--- config.mk ---
export PLATFORM = sky130hd
export DESIGN_NAME = load_store_unit
export DESIGN_NICKNAME = d
export VERILOG_FILES = /design/src/rtl/lsu_pkg.sv /design/src/rtl/lsu_align.sv /design/src/rtl/load_store_unit.sv
export SDC_FILE = /design/constraint.sdc
export NUM_CORES = 1
export LEC_CHECK = 0
export BUFFER_PORTS_ARGS = -buffer_cell sky130_fd_sc_hd__buf_4
export CORE_AREA = 2 2 116 118
export CTS_BUF_LIST = sky130_fd_sc_hd__clkbuf_4
export DETAILED_ROUTE_END_ITERATION = 10
export DIE_AREA = 0 0 118 120
export PLACE_DENSITY = 0.83
export RECOVER_POWER = 25
export SLEW_MARGIN = 10
export SYNTH_ARGS = -nofsm -noshare
export SYNTH_HDL_FRONTEND = slang
export SYNTH_SLANG_ARGS = --single-unit
--- constraint.sdc ---
create_clock -name clk -period 8.1 [get_ports clk]
set_clock_uncertainty 0.15 [all_clocks]
set_input_delay 0.405 -clock clk [delete_from_list [all_inputs] [get_ports clk]]
set_output_delay 0.405 -clock clk [all_outputs]
set_load 0.1 [all_outputs]
--- src/rtl/lsu_pkg.sv ---
`default_nettype none
// ============================================================================
// Module      : lsu_pkg
// Description : Shared definitions for the load/store unit: RV32I funct3
//               width/sign codes, FSM state encoding, lane masks and the
//               width/alignment legality helper.
// Revision    : 1.0 - initial release
// ============================================================================
package lsu_pkg;

  // RV32I load/store width and sign codes
  localparam logic [2:0] F3_B  = 3'b000;
  localparam logic [2:0] F3_H  = 3'b001;
  localparam logic [2:0] F3_W  = 3'b010;
  localparam logic [2:0] F3_BU = 3'b100;
  localparam logic [2:0] F3_HU = 3'b101;

  // Right-aligned lane masks, shifted into place by the byte offset
  localparam logic [31:0] LANE_MASK_B = 32'h0000_00FF;
  localparam logic [31:0] LANE_MASK_H = 32'h0000_FFFF;

  typedef enum logic [2:0] {
    IDLE   = 3'd0,
    LOAD   = 3'd1,
    RMW_RD = 3'd2,
    WR     = 3'd3,
    RESP   = 3'd4
  } lsu_state_t;

  // True when funct3 is illegal for the access direction or the low address
  // bits are misaligned for the access width. Range checking is done by the
  // caller because it depends on the memory depth.
  function automatic logic f3_align_err(input logic       we,
                                        input logic [2:0] f3,
                                        input logic [1:0] lo);
    logic err;
    case (f3)
      F3_B:    err = 1'b0;
      F3_H:    err = lo[0];
      F3_W:    err = |lo;
      F3_BU:   err = we;            // unsigned forms exist only for loads
      F3_HU:   err = we | lo[0];
      default: err = 1'b1;
    endcase
    return err;
  endfunction

endpackage : lsu_pkg
`default_nettype wire

--- src/rtl/lsu_align.sv ---
`default_nettype none
// ============================================================================
// Module      : lsu_align
// Description : Combinational lane handling for the load/store unit.
//               Extracts and sign/zero-extends a byte or half from a memory
//               word, and merges right-aligned store data into a word.
// Revision    : 1.0 - initial release
// Ports       : word      - memory word read from the data memory
//               byte_off  - address bits [1:0] selecting the lane
//               funct3    - RV32I width/sign code
//               wdata     - right-aligned store data
//               load_data - extended load result
//               merged    - word with the store lane replaced
// ============================================================================
module lsu_align
  import lsu_pkg::*;
(
  input  logic [31:0] word,
  input  logic [1:0]  byte_off,
  input  logic [2:0]  funct3,
  input  logic [31:0] wdata,
  output logic [31:0] load_data,
  output logic [31:0] merged
);

  logic [4:0]  w_shamt;
  logic [31:0] w_shifted;
  logic [31:0] w_mask;

  assign w_shamt   = {byte_off, 3'b000};
  assign w_shifted = word >> w_shamt;

  always_comb begin
    load_data = w_shifted;        // word access: byte_off is 0, no shift
    case (funct3)
      F3_B:  load_data = {{24{w_shifted[7]}},  w_shifted[7:0]};
      F3_H:  load_data = {{16{w_shifted[15]}}, w_shifted[15:0]};
      F3_BU: load_data = {24'h0, w_shifted[7:0]};
      F3_HU: load_data = {16'h0, w_shifted[15:0]};
      default: load_data = w_shifted;
    endcase
  end

  // funct3[1:0] == 00 is a byte store; anything else reaching here is a half
  assign w_mask = ((funct3[1:0] == 2'b00) ? LANE_MASK_B : LANE_MASK_H) << w_shamt;
  assign merged = (word & ~w_mask) | ((wdata << w_shamt) & w_mask);

endmodule : lsu_align
`default_nettype wire

--- src/rtl/load_store_unit.sv ---
`default_nettype none
// ============================================================================
// Module      : load_store_unit
// Description : Single-outstanding RV32I load/store unit in front of a word
//               memory with combinational read. Sub-word stores are done as
//               read-modify-write. Illegal, misaligned or out-of-range
//               requests complete with resp_err and never write memory.
// Revision    : 1.0 - initial release
// Ports       : clk, rst                 - clock, async active-high reset
//               req_valid/req_ready      - request handshake
//               req_we, req_funct3,
//               req_addr, req_wdata      - request fields
//               resp_valid, resp_rdata,
//               resp_err                 - one-cycle completion
//               mem_we, mem_waddr,
//               mem_wdata, mem_raddr,
//               mem_rdata                - data memory interface
// ============================================================================
module load_store_unit
  import lsu_pkg::*;
#(
  parameter int MEM_SIZE = 1024
) (
  input  logic        clk,
  input  logic        rst,
  input  logic        req_valid,
  output logic        req_ready,
  input  logic        req_we,
  input  logic [2:0]  req_funct3,
  input  logic [31:0] req_addr,
  input  logic [31:0] req_wdata,
  output logic        resp_valid,
  output logic [31:0] resp_rdata,
  output logic        resp_err,
  output logic        mem_we,
  output logic [31:0] mem_waddr,
  output logic [31:0] mem_raddr,
  output logic [31:0] mem_wdata,
  input  logic [31:0] mem_rdata
);

  lsu_state_t  r_state;
  logic [31:0] r_addr;
  logic [2:0]  r_funct3;
  logic [31:0] r_wdata;
  logic        r_we;

  logic        w_req_err;
  logic [31:0] w_load_data;
  logic [31:0] w_merged;

  assign w_req_err = f3_align_err(req_we, req_funct3, req_addr[1:0]) |
                     ({2'b00, req_addr[31:2]} >= 32'(MEM_SIZE));

  // rst is folded in so the unit never advertises readiness while held
  assign req_ready = (r_state == IDLE) & ~rst;

  // Both memory ports point at the latched word, so reads in LOAD/RMW_RD
  // and the write in WR all target the accepted address.
  assign mem_raddr = {r_addr[31:2], 2'b00};
  assign mem_waddr = {r_addr[31:2], 2'b00};

  lsu_align u_align (
    .word      (mem_rdata),
    .byte_off  (r_addr[1:0]),
    .funct3    (r_funct3),
    .wdata     (r_wdata),
    .load_data (w_load_data),
    .merged    (w_merged)
  );

  always_ff @(posedge clk or posedge rst) begin
    if (rst) begin
      r_state    <= IDLE;
      r_addr     <= '0;
      r_funct3   <= '0;
      r_wdata    <= '0;
      r_we       <= 1'b0;
      resp_valid <= 1'b0;
      resp_err   <= 1'b0;
      resp_rdata <= '0;
      mem_we     <= 1'b0;
      mem_wdata  <= '0;
    end else begin
      case (r_state)
        IDLE: begin
          if (req_valid) begin
            r_addr   <= req_addr;
            r_funct3 <= req_funct3;
            r_wdata  <= req_wdata;
            r_we     <= req_we;
            if (w_req_err) begin
              r_state    <= RESP;
              resp_valid <= 1'b1;
              resp_err   <= 1'b1;
              resp_rdata <= '0;
            end else if (!req_we) begin
              r_state <= LOAD;
            end else if (req_funct3 == F3_W) begin
              // Full-word store needs no read, go straight to the write
              r_state   <= WR;
              mem_we    <= 1'b1;
              mem_wdata <= req_wdata;
            end else begin
              r_state <= RMW_RD;
            end
          end
        end

        // Both states consume mem_rdata this cycle; r_we tells them apart
        LOAD, RMW_RD: begin
          if (r_we) begin
            r_state   <= WR;
            mem_we    <= 1'b1;
            mem_wdata <= w_merged;
          end else begin
            r_state    <= RESP;
            resp_valid <= 1'b1;
            resp_err   <= 1'b0;
            resp_rdata <= w_load_data;
          end
        end

        WR: begin
          r_state    <= RESP;
          mem_we     <= 1'b0;
          resp_valid <= 1'b1;
          resp_err   <= 1'b0;
          resp_rdata <= '0;
        end

        RESP: begin
          r_state    <= IDLE;
          resp_valid <= 1'b0;
          resp_err   <= 1'b0;
          resp_rdata <= '0;
        end

        default: begin
          r_state    <= IDLE;
          mem_we     <= 1'b0;
          resp_valid <= 1'b0;
        end
      endcase
    end
  end

endmodule : load_store_unit
`default_nettype wire

==> impl_metrics.ini, run 1 <==
[place]
dp_hpwl_um = 14300
pre_cts_slack_ns = 4.90
gp_congestion = 0.930
io_buffers = 230

[sta]
setup_viol = 0
tightest_slew_ns = 1.45
hold_viol = 0
fin_crit_sh = 0.401
relSlewSlack = 0.0278
fmax_mhz = 308
rsz0062_at_grt = false
setup_ws_ns = 4.85
fin_crit_ns = 3.25
maxSlewViolCount = 0
fin_setup_tns_ns = 0

[global_routing]
grt.total_usage = 0.294
antenna_found_initial = 1
grt_pass1_vias = 6043
grt_max_degree = 90
grt_pass1_wl_um = 32100
grt_overflow = 0

[finish]
finish.utilization = 0.681
n_fill_cell = 1029
multi_input_area_um2 = 3170
drive_gt1_frac = 0.392
synthToLayoutAreaGrowth_pct = 27.9
nets = 955
layout_common_cells = buf_4 (173), mux2_2 (123), dfrtp_1 (121), nand2_1 (66), o21ai_0 (63)
final_common_cell = buf_4
seq_area_um2 = 3050

[power]
switching_share = 0.440
p_int_mw = 1.08
power.switching_mw = 0.849
powerDensity_nw_per_um2 = 219
p_comb_frac = 0.403
power_leakage_nw = 4.11
pwr-share-clk = 0.229
vdd_ir_drop_max_mv = 0.0928
pwr-share-seq = 0.368

[critical_path]
crit_slowest_cell = o21ai_4
startpoint = req_addr[17]
slowest_delay_ns = 0.87
worstPathRequired_ns = 8.38
criticalPathCategory = in -> reg
setup.worst_path.end_class = flip-flop
crit_buf_inv = 2
crit_family = simple AND/OR/NAND/NOR gates
cp-start-kind = input port
regToRegStartpoint = r_addr[0]
critical_path.cell_chain = dlygate4sd3_1 -> buf_4 -> nor4_1 -> nand4_1 -> or3_1 -> o21ai_4 -> mux2_2
cp_max_fo = 33
cp.arrival_ns = 3.52

[clock_tree]
ctsHtreeMaxLevel = 4
cts_setup_buffers = 0
cts_made_buffers = 17
cts_sinks = 122
worstSkewPairLatency_ns = 0.53
clockBufferDepth = 2
cts-root-buf = clkbuf_4
clk_pin_slew_ns = 0.11
cts_tree = yes

[routing]
drc = 0
firstDrtPassIters = 5
vias = 5729
avgViaCountPerCell = 5.50
drt-initial-drc-count = 313
ant_nets = 0
wl_um = 20200
wl_per_cell_um = 19.4

[status]
status = completed

[logic_synthesis]
synth-seq-cells = 122
synth-seq-area-share = 0.442
synth_cell_type_count = 45
synth_area_leaders = dfrtp_1 (44%), mux2_2 (20%), buf_4 (7.3%)
avgSynthCellArea_um2 = 10.6
yosys_most_used_dff = dfrtp_1
ys.warnings.count = 0
synth_area_um2 = 6910
async_flop_share = 1.00
synth_top_area_frac = 0.442
synth-edff-count = 0
syn_inst = 651
yosysTopAreaCell = dfrtp_1

[floorplan]
core_um2 = 13000
fp.dieW_um = 118
dieArea_um2 = 14200
fp-row-count = 42
die_h_um = 120
io_pins = 235
start_util = 0.532

[min_path]
min_path_type = in -> reg
hp-start = req_wdata[24]

[run]
cap_viol_max_count = 0
-- metal layers --
layer	up-vias	routed length, um	part of all wire	GRT usage
met2	273	10500	0.52	0.524
met5	-	0	0	0
li1	2635	-	-	-
met4	0	403	0.020	0.107
met3	38	1700	0.084	0.101
met1	2783	7550	0.37	0.325
-- metrics by stage --
step	hold WS (ns)	cell area, um2	power, mW	std cells
6_report	0.0571	8840	1.93	1042
3_3_place_gp	0.286	8230	1.47	955
3_5_place_dp	0.293	8230	1.48	955
4_1_cts	0.00249	9060	1.95	1041
2_1_floorplan	0.338	6920	1.36	654
5_1_grt	0.00656	8840	2.01	1042
-- cell usage after synthesis (2+ instances only) --
library cell,count
mux2_2,123
and2_1,3
a21oi_1,19
nor2_1,3
nand4_1,2
o21ai_0,63
nor2b_1,9
buf_2,12
nor2_2,2
or3_1,2
dfrtp_1,122
buf_1,4
nor4_1,8
inv_1,5
mux2_1,5
and2_0,4
buf_4,67
clkbuf_1,26
or2_2,4
o31ai_1,4
mux2i_1,38
nand3_1,9
nand2b_1,14
nand2_1,66
nor3_1,4
a211oi_1,14
-- path summary, 6_finish.rpt --
kind,to,cells after the start,slack (ns)
worst max-delay path,mem_wdata[18],7,4.85
worst min-delay path,mem_wdata[24],4,0.06
worst max register to register,mem_wdata[17],5,4.97
worst min register to register,resp_rdata[10],1,0.35
max in group asynchronous,r_addr[0],4,5.79
min in group asynchronous,r_addr[25],3,0.61
-- worst register-to-register path: stages (launching register included) --
cell	delay, ns
dfrtp_2	1.11
o21ai_1	0.61
mux2_2	0.42
o21ai_0	0.29
o21ai_0	0.14
mux2_2	0.30
-- registers in the layout, indices dropped and copies added (netlist names) --
signal and flops:
resp_err 1, mem_wdata 32, resp_valid 1, r_state 3
r_funct3 3, r_addr 32, resp_rdata 32, r_we 1
r_wdata 16, mem_we 1
-- area by class of cell --
cell class              instances  area share
multi-input cells             417       0.359
flip-flops and latches        122       0.346
repair buffers                289       0.235
well taps                     176      0.0249
clock inverters                14      0.0176
clock buffers                  18      0.0153
inverters                       5     0.00227
diodes                          1    0.000283
-- power groups by stage --
| stage | clock network [mW] | logic (mW) | registers (mW) |
|---|---|---|---|
| final | 0.443 | 0.778 | 0.711 |
| after global routing | 0.484 | 0.808 | 0.718 |
| after CTS | 0.455 | 0.782 | 0.708 |
| after detailed placement | 0 | 0.759 | 0.721 |
| after global placement | 0 | 0.751 | 0.717 |
| after floorplan | 0 | 0.616 | 0.744 |
-- kinds of logic (layout without fill, tap and decap cells) --
group | Yosys count | count (layout) | share of synthesized area
muxes | 167 | 167 | 0.267
and+or+nand+nor | 137 | 137 | 0.0991
DFF | 122 | 122 | 0.442
buffers and inverters | 115 | 326 | 0.102
AOI/OAI and AO/OA | 108 | 108 | 0.0882
other | 1 | 5 | 0.000543
xor gates and xnor gates | 1 | 1 | 0.00127
-- timing repair --
action | 4_1_cts | 5_1_grt
hold endpoints to repair | 87 | 0
hold buffers | 54 | 0
resized for setup | 0 | 0
Note: power is estimated with default switching activity, not from simulation.
==> inputs of run 2 (changes only) <==
--- a/config.mk
+++ b/config.mk
@@ -5,12 +5,13 @@
 export SDC_FILE = /design/constraint.sdc
 export NUM_CORES = 1
 export LEC_CHECK = 0
+export ABC_AREA = 1
 export BUFFER_PORTS_ARGS = -buffer_cell sky130_fd_sc_hd__buf_4
-export CORE_AREA = 2 2 116 118
+export CORE_AREA = 2 2 123 125
 export CTS_BUF_LIST = sky130_fd_sc_hd__clkbuf_4
 export DETAILED_ROUTE_END_ITERATION = 10
-export DIE_AREA = 0 0 118 120
-export PLACE_DENSITY = 0.83
+export DIE_AREA = 0 0 125 127
+export PLACE_DENSITY = 0.8
 export RECOVER_POWER = 25
 export SLEW_MARGIN = 10
 export SYNTH_ARGS = -nofsm -noshare
==> constraint.sdc (replaced) <==
create_clock -name clk -period 3.12 [get_ports clk]
set_clock_uncertainty 0.15 [all_clocks]
set_input_delay 0.156 -clock clk [delete_from_list [all_inputs] [get_ports clk]]
set_output_delay 0.156 -clock clk [all_outputs]
set_load 0.1 [all_outputs]
==> impl_metrics.ini, run 2 <==
[min_path]
min_path_type = in -> reg

[floorplan]
die_h_um = 127
io_pins = 235
start_util = 0.533
fp-row-count = 44
core_um2 = 14400
fp.dieW_um = 125
dieArea_um2 = 15900

[place]
dp_cells = 1312
io_buffers = 230
pre_cts_slack_ns = 0.741
placed_area_um2 = 8990
gp_congestion = 0.958
dp_hpwl_um = 16800

[sta]
rsz0062_at_grt = false
setup_viol = 0
relSlewSlack = 0.0783
fin_crit_sh = 0.853
setup_ws_ns = 0.458
maxSlewViolCount = 0
hold_slack_ns = 0.0241
hold_viol = 0
tightest_slew_ns = 1.38
fin_crit_ns = 2.66
fmax_mhz = 376
fin_setup_tns_ns = 0

[logic_synthesis]
yosysTopAreaCell = dfrtp_1
ys_top_cells_by_count = nand2_1 (366), dfrtp_1 (130), nand3_1 (79)
synth-seq-area-share = 0.423
synth_top_area_frac = 0.423
avgSynthCellArea_um2 = 7.68
synth_area_um2 = 7680
yosys_most_used_dff = dfrtp_1
synth_cell_type_count = 31
syn_inst = 1001
ys.warnings.count = 0
synth-edff-count = 0
synth_area_leaders = dfrtp_1 (42%), nand2_1 (18%), buf_4 (7.0%)
synth-seq-cells = 130
async_flop_share = 1.00
synth.most_common_cell = nand2_1

[critical_path]
critical_path.cell_chain = inv_1 -> buf_4 -> nand2_1 -> nand2_2 -> o21ai_0 -> nand2_1 -> nand2_1 -> dlygate4sd3_1 -> nand4_1 -> nand2_1
cp-start-kind = flip-flop
criticalPathCategory = reg -> reg
crit_slowest_cell = dfrtp_1
worstPathRequired_ns = 3.49
setup.worst_path.end_class = flip-flop
cp.arrival_ns = 3.03
slowest_delay_ns = 0.69
cp_max_fo = 22
crit_top_cell = nand2_1

[clock_tree]
clockBufferDepth = 2
worstSkewPairLatency_ns = 0.57
cts-root-buf = clkbuf_4
cts_sinks = 130
cts_made_buffers = 17
cts_tree = yes
ctsHtreeMaxLevel = 4
clk_pin_slew_ns = 0.13
cts_setup_buffers = 0

[power]
p_total_mw = 11.5
power_leakage_nw = 5.31
vdd_ir_drop_max_mv = 2.24
powerDensity_nw_per_um2 = 1130

[status]
status = completed

[finish]
layout.cells.non_filler = 1447
drive_gt1_frac = 0.264
nets = 1352
layout_common_cells = nand2_1 (366), buf_4 (243), dfrtp_1 (130), dlygate4sd3_1 (102), nand3_1 (79)
synthToLayoutAreaGrowth_pct = 32.9
largestRegisters = mem_wdata: 32 flops, r_addr: 32 flops, resp_rdata: 32 flops
final_common_cell = nand2_1
stdcell_area_um2 = 10200
finish.utilization = 0.708

[routing]
drc = 0
avgViaCountPerCell = 5.44
firstDrtPassIters = 7
drt-initial-drc-count = 828
ant_nets = 0
vias = 7875
wl_per_cell_um = 17.3
wl_um = 25100

[global_routing]
grt_overflow = 0
grt_pass1_vias = 7566
grt.total_usage = 0.315
grt_max_degree = 63
antenna_found_initial = 1
grt_pass1_wl_um = 40000

[run]
cap_viol_max_count = 0
run 2: logic make-up (layout without fill, tap and decap cells):
| family | count (synthesis) | count (layout) | synth area share |
|---|---|---|---|
| AOI/OAI and AO/OA | 98 | 98 | 0.0702 |
| other | 1 | 5 | 0.000488 |
| DFF | 130 | 130 | 0.423 |
| and+or+nand+nor | 552 | 552 | 0.310 |
| muxes | 43 | 43 | 0.0630 |
| buffers and inverters | 177 | 435 | 0.133 |
run 2: critical path, delay by kind of cell (launching register included):
family / cells / cell delay (ns)
buffers and inverters: 3 / 0.92
DFF: 1 / 0.69
and+or+nand+nor: 6 / 0.66
AOI/OAI and AO/OA: 1 / 0.19
run 2: path summary, 6_finish.rpt:
kind,startpoint,end,slack [ns],cells after the start
worst min register to register,mem_wdata[20],mem_wdata[20],0.34,2
max in group asynchronous,rst,resp_rdata[13],0.66,5
worst max-delay path,r_addr[0],mem_wdata[31],0.46,10
worst min-delay path,mem_rdata[15],mem_wdata[15],0.02,7
worst max register to register,r_addr[0],mem_wdata[31],0.46,10
min in group asynchronous,rst,r_addr[4],0.30,3
run 2: area by class of cell:
type	instances	area, um2
well taps	184	230
fillers	1143	4210
inverters	55	208
diodes	1	2.50
multi-input cells	697	3420
clock buffers	17	128
repair buffers	348	2870
clock inverters	15	93.8
flip-flops and latches	130	3250
run 2: report_power, final:
group	switching (mW)	internal, mW
clock	0.672	0.302
sequential	0.538	2.24
combinational	6.09	1.67
run 2: routing by layer:
| metal | part of all wire | global-route usage | vias to the layer above |
|---|---|---|---|
| met5 | 0 | 0 | - |
| li1 | - | - | 3676 |
| met1 | 0.42 | 0.433 | 3688 |
| met4 | 0.032 | 0.118 | 0 |
| met2 | 0.47 | 0.501 | 437 |
| met3 | 0.083 | 0.0607 | 74 |
run 2: repair_timing:
| action | in CTS | in global routing |
|---|---|---|
| endpoints found under the hold margin | 166 | 0 |
| hold buffers | 102 | 0 |
| resized for setup | 0 | 0 |
==> inputs of run 3 (changes only) <==
==> constraint.sdc (replaced) <==
create_clock -name clk -period 2.9 [get_ports clk]
set_clock_uncertainty 0.15 [all_clocks]
set_input_delay 0.145 -clock clk [delete_from_list [all_inputs] [get_ports clk]]
set_output_delay 0.145 -clock clk [all_outputs]
set_load 0.1 [all_outputs]
==> impl_metrics.ini, run 3 (synthesis results as in run 2) <==
[global_routing]
grt.total_usage = 0.319
grt_pass1_wl_um = 40400
grt_pass1_vias = 7790
grt_max_degree = 77
grt_overflow = 0
antenna_found_initial = 1

[floorplan]
dieArea_um2 = 15900
core_um2 = 14400
fp.dieW_um = 125
start_util = 0.533
fp-row-count = 44
die_h_um = 127
io_pins = 235

[min_path]
min_path_type = in -> reg

[clock_tree]
worstSkewPairLatency_ns = 0.58
cts_made_buffers = 17
cts_tree = yes
cts-root-buf = clkbuf_4
clk_pin_slew_ns = 0.12
clockBufferDepth = 2
ctsHtreeMaxLevel = 4
cts_sinks = 130

[sta]
maxSlewViolCount = 107
fin_crit_sh = 0.932
relSlewSlack = -0.318
fin_crit_ns = 2.70
rsz0062_at_grt = false
tightest_slew_ns = 1.98
hold_viol = 0
fmax_mhz = 370
setup_viol = 0
fin_setup_tns_ns = 0

[place]
gp_congestion = 0.972
io_buffers = 230
placed_area_um2 = 8970
dp_hpwl_um = 16300

[critical_path]
critical_path.cell_chain = inv_2 -> nand2_2 -> nor2_4 -> buf_4 -> nand3_1 -> nand2_1 -> dlygate4sd3_1 -> nand4_1 -> nand2_1
slowest_delay_ns = 0.58
criticalPathCategory = reg -> reg
crit_slowest_cell = dlygate4sd3_1
crit_top_cell = nand2_1
cp.arrival_ns = 3.08
setup.worst_path.end_class = flip-flop
cp_max_fo = 63
worstPathRequired_ns = 3.28
cp-start-kind = flip-flop

[finish]
stdcell_area_um2 = 10300
largestRegisters = mem_wdata: 32 flops, r_addr: 32 flops, resp_rdata: 32 flops
final_common_cell = nand2_1
drive_gt1_frac = 0.262
nets = 1359
synthToLayoutAreaGrowth_pct = 34.7
layout_common_cells = nand2_1 (366), buf_4 (241), dfrtp_1 (130), dlygate4sd3_1 (110), nand3_1 (79)

[routing]
drc = 0
avgViaCountPerCell = 5.45
wl_um = 25100
wl_per_cell_um = 17.3
ant_nets = 0
drt-initial-drc-count = 842
vias = 7934
firstDrtPassIters = 6

[power]
powerDensity_nw_per_um2 = 1220
p_total_mw = 12.6
vdd_ir_drop_max_mv = 2.39
power_leakage_nw = 5.36

[run]
cap_viol_max_count = 2

[status]
status = finished, violations left
violations = capacitance limit, slew limit
## run 3: changes by cell type in the layout (fill, tap and decap cells not counted)
cell	before	now
inv_6	2	1
nor3_2	1	2
nor3_1	2	1
dlygate4sd3_1	102	110
buf_12	1	0
clkbuf_1	1	3
clkinv_4	1	2
inv_1	47	46
diode_2	1	2
clkinv_2	3	1
buf_4	243	241
bufinv_16	0	3
## run 3: where the power goes
group	internal (mW)	total (mW)	switching, mW
registers	2.41	2.95	0.543
logic	1.80	8.38	6.58
clock network	0.587	1.30	0.717
total	4.79	12.6	7.84
## run 3: per-layer routing
metal / wire length, um / global-route usage / vias up
li1: - / - / 3679
met2: 12200 / 0.522 / 435
met3: 2040 / 0.0620 / 68
met4: 755 / 0.135 / 0
met5: 0 / 0 / -
met1: 10100 / 0.420 / 3752
## run 3: layout make-up
class                           instances  area, um2
Antenna cell                            2       5.00
Clock buffer                           17        128
Clock inverter                         15        166
Fill cell                            1090       4080
Inverter                               55        211
Multi-Input combinational cell        697       3430
Sequential cell                       130       3250
Tap cell                              184        230
Timing Repair Buffer                  355       2930
## run 3: through the flow
stage | util | std cells | hold slack, ns | setup slack [ns]
after CTS | 0.719 | 1453 | 0.0845 | 0.179
after floorplan | - | 1004 | 0.127 | 0.831
after detailed placement | 0.622 | 1311 | 0.162 | 0.731
after global placement | 0.622 | 1311 | 0.157 | 0.758
after global routing | 0.717 | 1454 | 0.186 | 0.0181
final | 0.717 | 1455 | 0.182 | 0.198
## run 3: path summary, 6_finish.rpt
check	from	end	depth (start not counted)	slack [ns]
worst max-delay path	r_state[2]	mem_wdata[26]	9	0.20
worst min-delay path	req_addr[4]	r_addr[4]	3	0.18
worst max register to register	r_state[2]	mem_wdata[26]	9	0.20
worst min register to register	mem_wdata[20]	mem_wdata[20]	2	0.34
max in group asynchronous	rst	resp_rdata[13]	4	0.67
min in group asynchronous	rst	r_addr[7]	4	0.54
## run 3: worst max-delay path, delay by kind of cell (launching register included)
| kind | cells | cell delay (ns) |
|---|---|---|
| buffers and inverters | 3 | 1.20 |
| DFF | 1 | 0.53 |
| and+or+nand+nor | 6 | 0.73 |
## run 3: timing repair
action                                  CTS  global route
resized for setup                         0             1
hold endpoints to repair                249             0
endpoints found under the setup margin    0             6
setup buffers                             0             0
hold buffers                            110             0
